### config.mk
export PLATFORM = sky130hd
export DESIGN_NAME = gustavson_seq_ctrl
export DESIGN_NICKNAME = d
export VERILOG_FILES = /design/src/rtl/gustavson_pkg.sv /design/src/rtl/gustavson_row_mac.sv /design/src/rtl/gustavson_seq_ctrl.sv
export SDC_FILE = /design/constraint.sdc
export NUM_CORES = 1
export LEC_CHECK = 0
export CAP_MARGIN = 10
export CELL_PAD_IN_SITES_DETAIL_PLACEMENT = 2
export CELL_PAD_IN_SITES_GLOBAL_PLACEMENT = 2
export CORE_UTILIZATION = 38
export CTS_CLUSTER_DIAMETER = 100
export CTS_CLUSTER_SIZE = 8
export DETAILED_ROUTE_END_ITERATION = 16
export GPL_TIMING_DRIVEN = 0
export PLACE_DENSITY_LB_ADDON = 0.1
export SYNTH_ARGS = -nofsm -noshare
export SYNTH_HDL_FRONTEND = slang
export SYNTH_SLANG_ARGS = --single-unit
### constraint.sdc
create_clock -name clk -period 5.9 [get_ports clk]
set_input_delay 0.885 -clock clk [delete_from_list [all_inputs] [get_ports clk]]
set_output_delay 0.885 -clock clk [all_outputs]
set_load 0.05 [all_outputs]
### src/rtl/gustavson_pkg.sv
// rtl/gustavson_pkg.sv - shared types and default sizing for the Gustavson sequencer
package gustavson_pkg;

   typedef enum logic [2:0] {IDLE, LOAD, SCAN, EMIT, DONE} state_t;

   localparam int N_DEF         = 3;
   localparam int DW_DEF        = 8;
   localparam int AW_DEF        = 4;
   localparam int ADDR_BASE_DEF = 1;

   typedef logic [DW_DEF-1:0] elem_t;

endpackage

### src/rtl/gustavson_row_mac.sv
// rtl/gustavson_row_mac.sv - N parallel wrapping multiply-accumulate lanes sharing one scalar
module gustavson_row_mac #(
   parameter int N  = 3,
   parameter int DW = 8
) (
   input  logic            clk,
   input  logic            rst_n,
   input  logic            i_clear,
   input  logic            i_en,
   input  logic [DW-1:0]   i_a,
   input  logic [N*DW-1:0] i_b,
   output logic [N*DW-1:0] o_acc
);

   for (genvar k = 0; k < N; k++) begin : g_lane
      logic [DW-1:0]   r_acc;
      logic [2*DW-1:0] w_prod;

      // only the low DW bits of the product feed the accumulator
      assign w_prod = {{DW{1'b0}}, i_a} * {{DW{1'b0}}, i_b[k*DW +: DW]};

      always_ff @(posedge clk or negedge rst_n) begin
         if (!rst_n) begin
            r_acc <= '0;
         end else if (i_clear) begin
            r_acc <= '0;
         end else if (i_en) begin
            r_acc <= r_acc + w_prod[DW-1:0];
         end
      end

      assign o_acc[k*DW +: DW] = r_acc;
   end

endmodule

### src/rtl/gustavson_seq_ctrl.sv
// rtl/gustavson_seq_ctrl.sv - start/done sequencer for row-wise sparse C = A x B
module gustavson_seq_ctrl
   import gustavson_pkg::*;
#(
   parameter int N         = N_DEF,
   parameter int DW        = DW_DEF,
   parameter int AW        = AW_DEF,
   parameter int ADDR_BASE = ADDR_BASE_DEF,
   localparam int RW       = (N > 1) ? $clog2(N) : 1,
   localparam int KW       = $clog2(N*N+1)
) (
   input  logic          clk,
   input  logic          rst_n,
   input  logic          i_start,
   output logic          o_busy,
   output logic          o_done,
   output logic [AW-1:0] o_mem_a_addr,
   output logic [AW-1:0] o_mem_b_addr,
   output logic          o_mem_en,
   input  logic [DW-1:0] i_mem_a_dout,
   input  logic [DW-1:0] i_mem_b_dout,
   output logic          o_res_valid,
   input  logic          i_res_ready,
   output logic [DW-1:0] o_res_data,
   output logic [RW-1:0] o_res_row,
   output logic [RW-1:0] o_res_col,
   output logic [KW-1:0] o_nz_count
);

   state_t          r_state, w_state;
   logic [KW-1:0]   r_k;
   logic [RW-1:0]   r_lr, r_lc, r_i, r_c;
   logic [N-1:0]    r_vis;
   logic [KW-1:0]   r_nz;
   logic [DW-1:0]   r_a [N][N];
   logic [DW-1:0]   r_b [N][N];

   logic [N-1:0]    w_mask, w_rem, w_rem_left;
   logic            w_found;
   logic [RW-1:0]   w_j;
   logic [DW-1:0]   w_a;
   logic [N*DW-1:0] w_b, w_acc;
   logic            w_clear, w_en;
   logic            w_load_end, w_row_last, w_col_last;

   assign w_load_end = (r_k == KW'(N*N));
   assign w_row_last = (r_i == RW'(N-1));
   assign w_col_last = (r_c == RW'(N-1));

   // lowest unvisited non-zero column of row i, plus the operands it selects
   always_comb begin
      w_mask = '0;
      for (int j = 0; j < N; j++) begin
         w_mask[j] = (r_a[r_i][j] != '0);
      end
      w_rem   = w_mask & ~r_vis;
      w_found = 1'b0;
      w_j     = '0;
      for (int j = N-1; j >= 0; j--) begin
         if (w_rem[j]) begin
            w_found = 1'b1;
            w_j     = RW'(j);
         end
      end
      w_rem_left      = w_rem;
      w_rem_left[w_j] = 1'b0;
      w_a             = r_a[r_i][w_j];
      w_b             = '0;
      for (int k = 0; k < N; k++) begin
         w_b[k*DW +: DW] = r_b[w_j][k];
      end
   end

   assign w_en    = (r_state == SCAN) && w_found;
   assign w_clear = ((r_state == LOAD) && w_load_end) ||
                    ((r_state == EMIT) && i_res_ready && w_col_last && !w_row_last);

   gustavson_row_mac #(.N(N), .DW(DW)) u_mac (
      .clk     (clk),
      .rst_n   (rst_n),
      .i_clear (w_clear),
      .i_en    (w_en),
      .i_a     (w_a),
      .i_b     (w_b),
      .o_acc   (w_acc)
   );

   always_ff @(posedge clk or negedge rst_n) begin
      if (!rst_n) begin
         r_state <= IDLE;
      end else begin
         r_state <= w_state;
      end
   end

   always_comb begin
      w_state      = r_state;
      o_busy       = 1'b0;
      o_done       = 1'b0;
      o_mem_en     = 1'b0;
      o_mem_a_addr = '0;
      o_mem_b_addr = '0;
      o_res_valid  = 1'b0;
      o_res_data   = '0;
      o_res_row    = '0;
      o_res_col    = '0;
      case (r_state)
         IDLE: begin
            if (i_start) w_state = LOAD;
         end
         LOAD: begin
            o_busy = 1'b1;
            if (!w_load_end) begin
               o_mem_en     = 1'b1;
               o_mem_a_addr = AW'(ADDR_BASE) + AW'(r_k);
               o_mem_b_addr = AW'(ADDR_BASE) + AW'(r_k);
            end else begin
               w_state = SCAN;
            end
         end
         SCAN: begin
            o_busy = 1'b1;
            if (!w_found || (w_rem_left == '0)) w_state = EMIT;
         end
         EMIT: begin
            o_busy      = 1'b1;
            o_res_valid = 1'b1;
            o_res_row   = r_i;
            o_res_col   = r_c;
            for (int k = 0; k < N; k++) begin
               if (RW'(k) == r_c) o_res_data = w_acc[k*DW +: DW];
            end
            if (i_res_ready && w_col_last) w_state = w_row_last ? DONE : SCAN;
         end
         DONE: begin
            o_done  = 1'b1;
            w_state = IDLE;
         end
         default: w_state = IDLE;
      endcase
   end

   // r_lr/r_lc trail the issued address by one cycle to match read latency
   always_ff @(posedge clk or negedge rst_n) begin
      if (!rst_n) begin
         r_k   <= '0;
         r_lr  <= '0;
         r_lc  <= '0;
         r_i   <= '0;
         r_c   <= '0;
         r_vis <= '0;
         r_nz  <= '0;
         for (int r = 0; r < N; r++) begin
            for (int c = 0; c < N; c++) begin
               r_a[r][c] <= '0;
               r_b[r][c] <= '0;
            end
         end
      end else begin
         case (r_state)
            IDLE: begin
               if (i_start) begin
                  r_k  <= '0;
                  r_lr <= '0;
                  r_lc <= '0;
                  r_nz <= '0;
               end
            end
            LOAD: begin
               if (r_k != '0) begin
                  r_a[r_lr][r_lc] <= i_mem_a_dout;
                  r_b[r_lr][r_lc] <= i_mem_b_dout;
                  if (i_mem_a_dout != '0) r_nz <= r_nz + KW'(1);
                  if (r_lc == RW'(N-1)) begin
                     r_lc <= '0;
                     r_lr <= r_lr + RW'(1);
                  end else begin
                     r_lc <= r_lc + RW'(1);
                  end
               end
               if (w_load_end) begin
                  r_i   <= '0;
                  r_vis <= '0;
               end else begin
                  r_k <= r_k + KW'(1);
               end
            end
            SCAN: begin
               r_c <= '0;
               if (w_found) r_vis[w_j] <= 1'b1;
            end
            EMIT: begin
               if (i_res_ready) begin
                  if (w_col_last) begin
                     r_c <= '0;
                     if (!w_row_last) begin
                        r_i   <= r_i + RW'(1);
                        r_vis <= '0;
                     end
                  end else begin
                     r_c <= r_c + RW'(1);
                  end
               end
            end
            default: ;
         endcase
      end
   end

   assign o_nz_count = r_nz;

endmodule

==> results of run 1 <==
-- path summary, 6_finish.rpt --
| path | start | endpoint | slack (ns) | cells past startpoint |
|---|---|---|---|---|
| min in group clk | o_nz_count[3] | o_nz_count[3] | 0.49 | 1 |
| hold reg to reg | o_nz_count[3] | o_nz_count[3] | 0.49 | 1 |
| setup / recovery | r_i[0] | u_mac.g_lane[2].r_acc[7] | -0.52 | 30 |
| max in group asynchronous | rst_n | r_b[69] | 4.49 | 2 |
| hold / removal | rst_n | r_k[3] | 0.39 | 1 |
| setup reg to reg | r_i[0] | u_mac.g_lane[2].r_acc[7] | -0.52 | 30 |
-- layout by cell type, fill, tap and decap left out, types with 7 or more instances in the layout --
cell type        Yosys  routed
fa_2                 0       9
clkbuf_1            30      23
inv_2                0       8
nand2_2              0      17
buf_12               0      10
clkdlybuf4s50_1      0      38
nor2b_1              7       7
buf_4                6      73
mux2i_1             33      24
dfrtp_1            190     189
nand2b_1            12      12
o22ai_1             12      11
buf_6               11      13
ha_1                59      48
mux2_2             145     145
xnor2_1             40      35
and3_1               7       7
clkbuf_16            0      19
nand3_1             23      23
inv_1              120     112
a31oi_1              9       9
o2bb2ai_4            1       7
nand2_1            123     103
a21oi_4              2       9
fa_1                54      45
a21o_1              14      14
a21oi_1             28      18
nor2_1              64      63
and2_1              23      22
o2bb2ai_2            5      14
o31ai_1             14      14
a222oi_1             7       7
ha_4                 0       9
o21ai_0             16      13
-- cell type report --
cell class	instances	area, µm²	share of cell area [%]
Buffer	56	441.7	2.823
Timing Repair Buffer	123	1200	7.668
Tap cell	435	544.3	3.478
Clock buffer	18	429.2	2.743
Sequential cell	190	4756	30.39
Multi-Input combinational cell	789	7675	49.05
Inverter	120	450.4	2.879
Clock inverter	14	151.4	0.9675
-- layer usage --
metal / up-vias / global-route usage [%] / wire (µm)
met4: 0 / 8.267 / 1211
met5: - / 0 / 0
met3: 75 / 4.190 / 1373
met1: 5117 / 34.49 / 19830
li1: 4221 / - / -
met2: 207 / 44.26 / 22130
-- registers in the layout, indices dropped and copies added, names as in the netlist, 3 cells and up --
name,count
r_a,72
r_b,72
u_mac.g_lane.r_acc,24
o_nz_count,4
r_k,4
r_state,3
r_vis,3
-- cell families after synthesis --
kind of cell / after synthesis / share of synthesized area (%)
and+or+nand+nor: 281 / 10.86
xor gates and xnor gates: 51 / 4.132
muxes: 178 / 15.73
AOI/OAI and AO/OA: 166 / 10.34
DFF: 190 / 38.11
buffers and inverters: 178 / 6.247
adders and majority gates: 113 / 14.58
-- metrics by stage --
| stage | setup WS (ns) | hold WS, ns | instance area (µm²) | TNS [ns] | std cells |
|---|---|---|---|---|---|
| 4_1_cts | -0.2440 | 0.4293 | 15140 | -0.6915 | 1719 |
| 3_5_place_dp | -1.438 | 0.4819 | 13470 | -11.11 | 1632 |
| 6_report | -0.5161 | 0.3915 | 15650 | -1.579 | 1745 |
| 3_3_place_gp | -4.724 | 0.4787 | 13440 | -902.04 | 1631 |
| 5_1_grt | -0.6269 | 0.4328 | 15650 | -2.529 | 1745 |
| 2_1_floorplan | 0.02337 | 0.4541 | 12500 | 0 | 1157 |
-- Yosys cell counts, types with 12 or more instances --
master / instances
o21ai_0: 16
inv_1: 120
o22ai_1: 12
mux2i_1: 33
o2bb2ai_1: 18
o31ai_1: 14
nor2_1: 64
ha_1: 59
clkbuf_1: 30
fa_1: 54
mux2_2: 145
a21oi_1: 28
nand3_1: 23
and2_1: 23
dfrtp_1: 190
nand2b_1: 12
xnor2_1: 40
a21o_1: 14
nand2_1: 123
-- critical path, delay by kind of cell, from the launching register on --
kind,cells,cell delay (ns)
fa+ha+maj,5,2.18
compound gates,5,0.77
xor+xnor,3,0.54
flops,1,0.45
simple gates,4,0.61
mux,1,0.30
buf+inv,12,1.45
-- what timing repair did --
item | 4_1_cts | 5_1_grt
gates resized for setup | 131 | 49
endpoints found under the setup margin | 15 | 8
gates cloned | 2 | 1
pin swaps | 65 | 33
buffers inserted | 55 | 25
==> flow_summary.ini, run 1 <==
[clocking]
clock_sinks = 190
numCtsBuffers = 17
clk_latency_ns = 0.48
h-tree-depth = 4
cts_tree = built
root_buffer = clkbuf_16
clk_pin_slew_ns = 0.08
hold_buffers = 0
clk_path_buf_depth = 2

[synth]
syn_nets = 1290
post_synth_num_cell_types = 62
synthFlopType = dfrtp_1
synth_area_um2 = 12480
yosys.area.top_type_share_pct = 38.11
synthCells = 1157
synth_edf_count = 0
async_flop_share_pct = 100.0
synth_seq_cells = 190
yosys-top-cells-area = dfrtp_1, mux2_2, fa_1
syn_area_per_cell_um2 = 10.78
ys_warn_count = 0
yosys.area.top_type = dfrtp_1
yosysSeqAreaShare_pct = 38.11

[floorplanning]
start_util_pct = 39.04
rows = 65
pin_count = 48
design.die.area_um2 = 33560
design.core.area_um2 = 31960
die_width_um = 183.2
dieHeight_um = 183.2

[timing]
worst_pin_slew_ns = 0.9055
hold_viol = 0
setup_viol = 5
period_share_pct = 108.7
max-slew-margin-rel_pct = 39.63
maxSlewViolCount = 0
min_period_ns = 6.416
max_freq_mhz = 155.9
rsz0062_at_grt = true
fin_ws_ns = -0.5161
clock_skew_ns = 0.01947

[detailed_routing]
via_count = 9620
dr.pass1.iters = 5
routedWlPerCell_um = 25.53
drc_errors = 0
first_iter_violations = 373
wl_um = 44550
ant_nets = 0
post_drt_via_cell_ratio = 5.513

[final_layout]
fillers = 3197
syn2layout_area_growth_pct = 25.41
fin_util_pct = 48.96
drive_gt1_share_pct = 32.29
layout.nets = 1430
antenna_cells = 0

[run_status]
violations = negative setup slack
status = finished with violations

[critical_path]
cp-end-kind = flop
arrival_ns = 6.81
crit_type = reg -> reg
slowest_delay_ns = 0.56
critPathSlowestCell = fa_2
worstPathMaxFanout = 10
startpoint_type = flop
crit_required_ns = 6.29

[grt]
antenna_found_initial = 0
grt_pass1_vias = 10490
grt_max_degree = 110
grt_overflow = 0
grt_usage_pct = 26.26
grt_pass1_wl_um = 65480

[place]
place.gp.congestion = 0.7718
dp_hpwl_um = 28540
port-buffer-count = 39

[flow_run]
max_cap_viol_count = 0

[min_path]
hold_class = in -> async
Power of run 1 is left out: the tool's default activity adds up to more than one toggle a clock period on the data nets, which glitch-free logic cannot reach.
==> run 2, diff against run 1 <==
SYNTH_HIERARCHICAL = 1   (was unset)
TNS_END_PERCENT = 100   (was unset)
==> flow_summary.ini, run 2 <==
[run_status]
status = finished with violations
violations = negative setup slack

[synth]
yosysMostFrequentCell = dfrtp_1
syn_nets = 1299
synthTopCellsByCount = dfrtp_1, inv_1, mux2_2
ys_warn_count = 6
syn_area_per_cell_um2 = 10.76
yosys.area.top_type = dfrtp_1
synthCells = 1166
yosys-top-cells-area = dfrtp_1, mux2_2, fa_1
synth_top_family_by_area = multiplexers
synthAdderAreaFrac_pct = 14.50
yosys.area_share.simple_pct = 10.50
yosys.area.top_type_share_pct = 37.91
synthMuxAreaShare_pct = 18.13
synth_compound_area_share_pct = 7.571
yosysSeqAreaShare_pct = 37.91
synth_xor_area_share_pct = 4.219
synth_seq_cells = 190
post_synth_num_cell_types = 60
synth_area_um2 = 12540
async_flop_share_pct = 100.0
synth_edf_count = 0
synthFlopType = dfrtp_1

[detailed_routing]
first_iter_violations = 278
drc_errors = 0
ant_nets = 0
dr.pass1.iters = 4
wl_um = 40070
via_count = 9191
routedWlPerCell_um = 22.92
post_drt_via_cell_ratio = 5.258

[place]
place.gp.congestion = 0.7875
port-buffer-count = 39
preCtsSetupSlack_ns = -1.410
dp_hpwl_um = 27510

[floorplanning]
start_util_pct = 38.55
rows = 66
design.core.area_um2 = 32540
die_width_um = 183.7
design.die.area_um2 = 33740
pin_count = 48
dieHeight_um = 183.7

[critical_path]
cpMostUsedCell = fa_1
arrival_ns = 6.45
startpoint_type = flop
cp-end-kind = flop
critPathSlowestCell = fa_1
ff2ff_path_depth = 24
cp_num_buf_inv = 8
worstReg2RegStart = r_i[0]
r2r_slack_ns = -0.18
path_cells = buf_6 -> buf_12 -> mux2_2 -> a22oi_2 -> nand4_1 -> o21bai_4 -> nand2b_1 -> buf_8 -> buf_4 -> o221ai_4 -> buf_4 -> nand2_2 -> fa_1 -> fa_1 -> inv_1 -> fa_1 -> inv_1 -> fa_1 -> inv_1 -> ha_4 -> a21oi_2 -> xnor3_1 -> xnor3_1 -> a211oi_2
crit_type = reg -> reg
slowest_delay_ns = 0.53
r2r-end = u_mac/g_lane[2].r_acc[7]
worstPathMaxFanout = 10
crit_required_ns = 6.27
critPathTopFamily = adder cells

[grt]
grt_pass1_wl_um = 63130
grt_overflow = 0
grt_pass1_vias = 10400
grt_usage_pct = 25.23
antenna_found_initial = 0
grt_max_degree = 101

[timing]
min_period_ns = 6.082
clock_skew_ns = 0.01727
max-slew-margin-rel_pct = 36.29
setup_viol = 3
fin_ws_ns = -0.1818
rsz0062_at_grt = true
maxSlewViolCount = 0
hold_viol = 0
period_share_pct = 103.1
worst_pin_slew_ns = 0.9557
max_freq_mhz = 164.4

[final_layout]
syn2layout_area_growth_pct = 24.19
layout.nets = 1426
drive_gt1_share_pct = 32.08
fin_util_pct = 47.88
reg_top3 = r_a (72), r_b (72), u_mac/g_lane.r_acc (24)
layout_common_cells = dfrtp_1, inv_1, mux2_2
layout_commonest_cell = dfrtp_1
antenna_cells = 0

[clocking]
h-tree-depth = 4
cts_tree = built
clk_latency_ns = 0.46
numCtsBuffers = 17
clk_pin_slew_ns = 0.08
clk_path_buf_depth = 2
root_buffer = clkbuf_16
clock_sinks = 190

[flow_run]
max_cap_viol_count = 0

[min_path]
hold_class = in -> async
## run 2: metal layers
layer / wire [µm] / vias up / global-route usage [%] / part of all wire [%]
li1: - / 4156 / - / -
met1: 18070 / 4845 / 32.94 / 45
met2: 19840 / 140 / 42.80 / 50
met3: 1262 / 50 / 4.219 / 3.1
met4: 893 / 0 / 7.400 / 2.2
met5: 0 / - / 0 / 0
## run 2: logic make-up after synthesis
family	Yosys count
AO/OA/AOI/OAI	127
multiplexers	196
flip-flops	190
adder cells (fa/ha/maj)	113
buffers and inverters	207
XOR/XNOR	51
AND/OR/NAND/NOR	282
## run 2: timing repair
item | in CTS | in global routing
endpoints found under the setup margin | 12 | 6
pin swaps | 61 | 17
setup buffers | 57 | 9
cloned | 1 | 0
gates resized for setup | 124 | 30
hold buffers | 0 | 0
## run 2: layout make-up
cell class / count / area (µm²)
multi-input cells: 769 / 7530
plain buffers: 63 / 611.8
well taps: 442 / 553.0
clock inverters: 14 / 155.1
flip-flops and latches: 190 / 4755
repair buffers: 109 / 997.2
clock buffers: 18 / 439.2
inverters: 143 / 536.8
fillers: 3336 / 16960
## run 2: worst max-delay path by stage
stage | endpoint | cells after the start | from | slack (ns)
global route | u_mac/g_lane[2].r_acc[7] | 25 | r_i[0] | -0.40
CTS | u_mac/g_lane[0].r_acc[7] | 28 | r_i[1] | -0.12
global placement | r_b[19] | 1 | rst_n | -4.74
floorplan | u_mac/g_lane[2].r_acc[7] | 24 | r_i[0] | -0.01
finish | u_mac/g_lane[2].r_acc[7] | 24 | r_i[0] | -0.18
detailed placement | u_mac/g_lane[0].r_acc[7] | 24 | r_i[0] | -1.41
## run 2: stage by stage
step / TNS [ns] / instance area, µm² / cells / hold slack (ns)
detailed placement: -6.874 / 13660 / 1650 / 0.4916
finish: -0.4283 / 15580 / 1748 / 0.4499
CTS: -0.3424 / 15400 / 1740 / 0.4952
global placement: -902.11 / 13610 / 1647 / 0.4797
floorplan: -0.01144 / 12660 / 1166 / 0.4719
global route: -1.110 / 15580 / 1748 / 0.4912
Power of run 2 is left out for the same reason.
==> run 3, diff against run 2 <==
CAP_MARGIN = unset   (was 10)
GPL_ROUTABILITY_DRIVEN = 0   (was unset)
==> flow_summary.ini, run 3 (synthesis results as in run 2) <==
[grt]
grt_usage_pct = 26.65
grt_overflow = 0
top_usage_layer = met2
grt_pass1_vias = 10780
grt_pass1_wl_um = 66010
met3_usage_pct = 4.140
grt_max_degree = 101
met1_usage_pct = 33.91
antenna_found_initial = 1
grtUsageMet2_pct = 45.64

[timing]
period_share_pct = 104.2
fin_tns_setup_ns = -0.7111
rsz0062_at_grt = true
worst_pin_slew_ns = 1.645
max-slew-margin-rel_pct = -10.41
max_freq_mhz = 162.7
setup_viol = 3
hold_viol = 0
min_period_ns = 6.148
maxSlewViolCount = 12
fin_ws_ns = -0.2477
clock_skew_ns = 0.01360

[detailed_routing]
first_iter_violations = 387
ant_nets = 0
post_drt_via_cell_ratio = 5.336
wl_um = 44380
dr.pass1.iters = 4
via_count = 9552
routedWlPerCell_um = 24.79
drc_errors = 0

[flow_run]
max_cap_viol_count = 1

[clocking]
h-tree-depth = 4
clk_path_buf_depth = 2
numCtsBuffers = 17
root_buffer = clkbuf_16
clk_pin_slew_ns = 0.08
clock_sinks = 190
clk_latency_ns = 0.47
cts_tree = built

[final_layout]
layout.nets = 1468
fin_util_pct = 49.91
final_area_um2 = 16240
layout_commonest_cell = dfrtp_1
syn2layout_area_growth_pct = 29.46
reg_top3 = r_a (72), r_b (72), u_mac/g_lane.r_acc (24)
antenna_cells = 0
layout_common_cells = dfrtp_1, inv_1, mux2_2
drive_gt1_share_pct = 36.05

[floorplanning]
rows = 66
dieHeight_um = 183.7
design.die.area_um2 = 33740
start_util_pct = 38.55
pin_count = 48
die_width_um = 183.7
design.core.area_um2 = 32540

[critical_path]
cpMostUsedCell = buf_6
crit_required_ns = 6.17
cp-end-kind = flop
critPathSlowestCell = fa_1
crit_type = reg -> reg
startpoint_type = flop
ff2ff_path_depth = 27
slowest_delay_ns = 0.52
arrival_ns = 6.42
worstPathMaxFanout = 10

[place]
preCtsSetupSlack_ns = -1.405
port-buffer-count = 39
postPlaceCellArea_um2 = 13650
dp_hpwl_um = 27490

[min_path]
hold_class = in -> async

[run_status]
status = finished with violations
violations = max-capacitance violations, max-slew violations, negative setup slack
[run 3: cell count changes in the layout (fill, tap and decap cells not counted), sizes merged]
cell and change:
buf +43, clkinvlp -3, inv +3, clkbuf -2, clkinv +1
[run 3: final cells by class]
cell class,count,area [µm²]
clock buffer,17,425.4
buffer,64,636.9
sequential,190,4755
inverter,143,536.8
multi-input combinational,769,7687
fill,3297,16300
timing repair buffer,150,1469
tap,442,553.0
clock inverter,15,175.2
[run 3: per-stage QoR]
| stage | std cells | hold slack, ns |
|---|---|---|
| final | 1790 | 0.4313 |
| after global routing | 1790 | 0.4800 |
| after CTS | 1765 | 0.4748 |
| after detailed placement | 1649 | 0.4916 |
| after global placement | 1647 | 0.4797 |
| after floorplan | 1166 | 0.4719 |
[run 3: timing repair]
item | in CTS | in global routing
pin swaps | 69 | 55
setup endpoints to repair | 12 | 7
gates resized for setup | 133 | 61
buffers inserted | 81 | 25
hold buffers | 0 | 0
gates cloned | 3 | 0
[run 3: worst paths after layout]
check / from / to / slack, ns
max: r_i[1] / u_mac/g_lane[2].r_acc[7] / -0.25
min: rst_n / r_k[1] / 0.43
max reg2reg: r_i[1] / u_mac/g_lane[2].r_acc[7] / -0.25
min reg2reg: r_a[46] / r_a[46] / 0.51
max in group asynchronous: rst_n / r_b[60] / 4.49
min in group clk: r_a[46] / r_a[46] / 0.51
[run 3: critical path: cells and delay by family, from the launching register on]
kind	cells	cell delay, ns
adders and majority gates	6	2.04
buffers and inverters	10	1.46
AOI/OAI and AO/OA	6	0.95
xor gates and xnor gates	2	0.50
DFF	1	0.41
and+or+nand+nor	3	0.56
[run 3: metal layers]
layer  share of wire (%)  wire, µm
met1                  44     19670
met3                 2.5      1122
met2                  50     22330
met4                 2.8      1254
met5                   0         0
Power of run 3 is left out for the same reason.
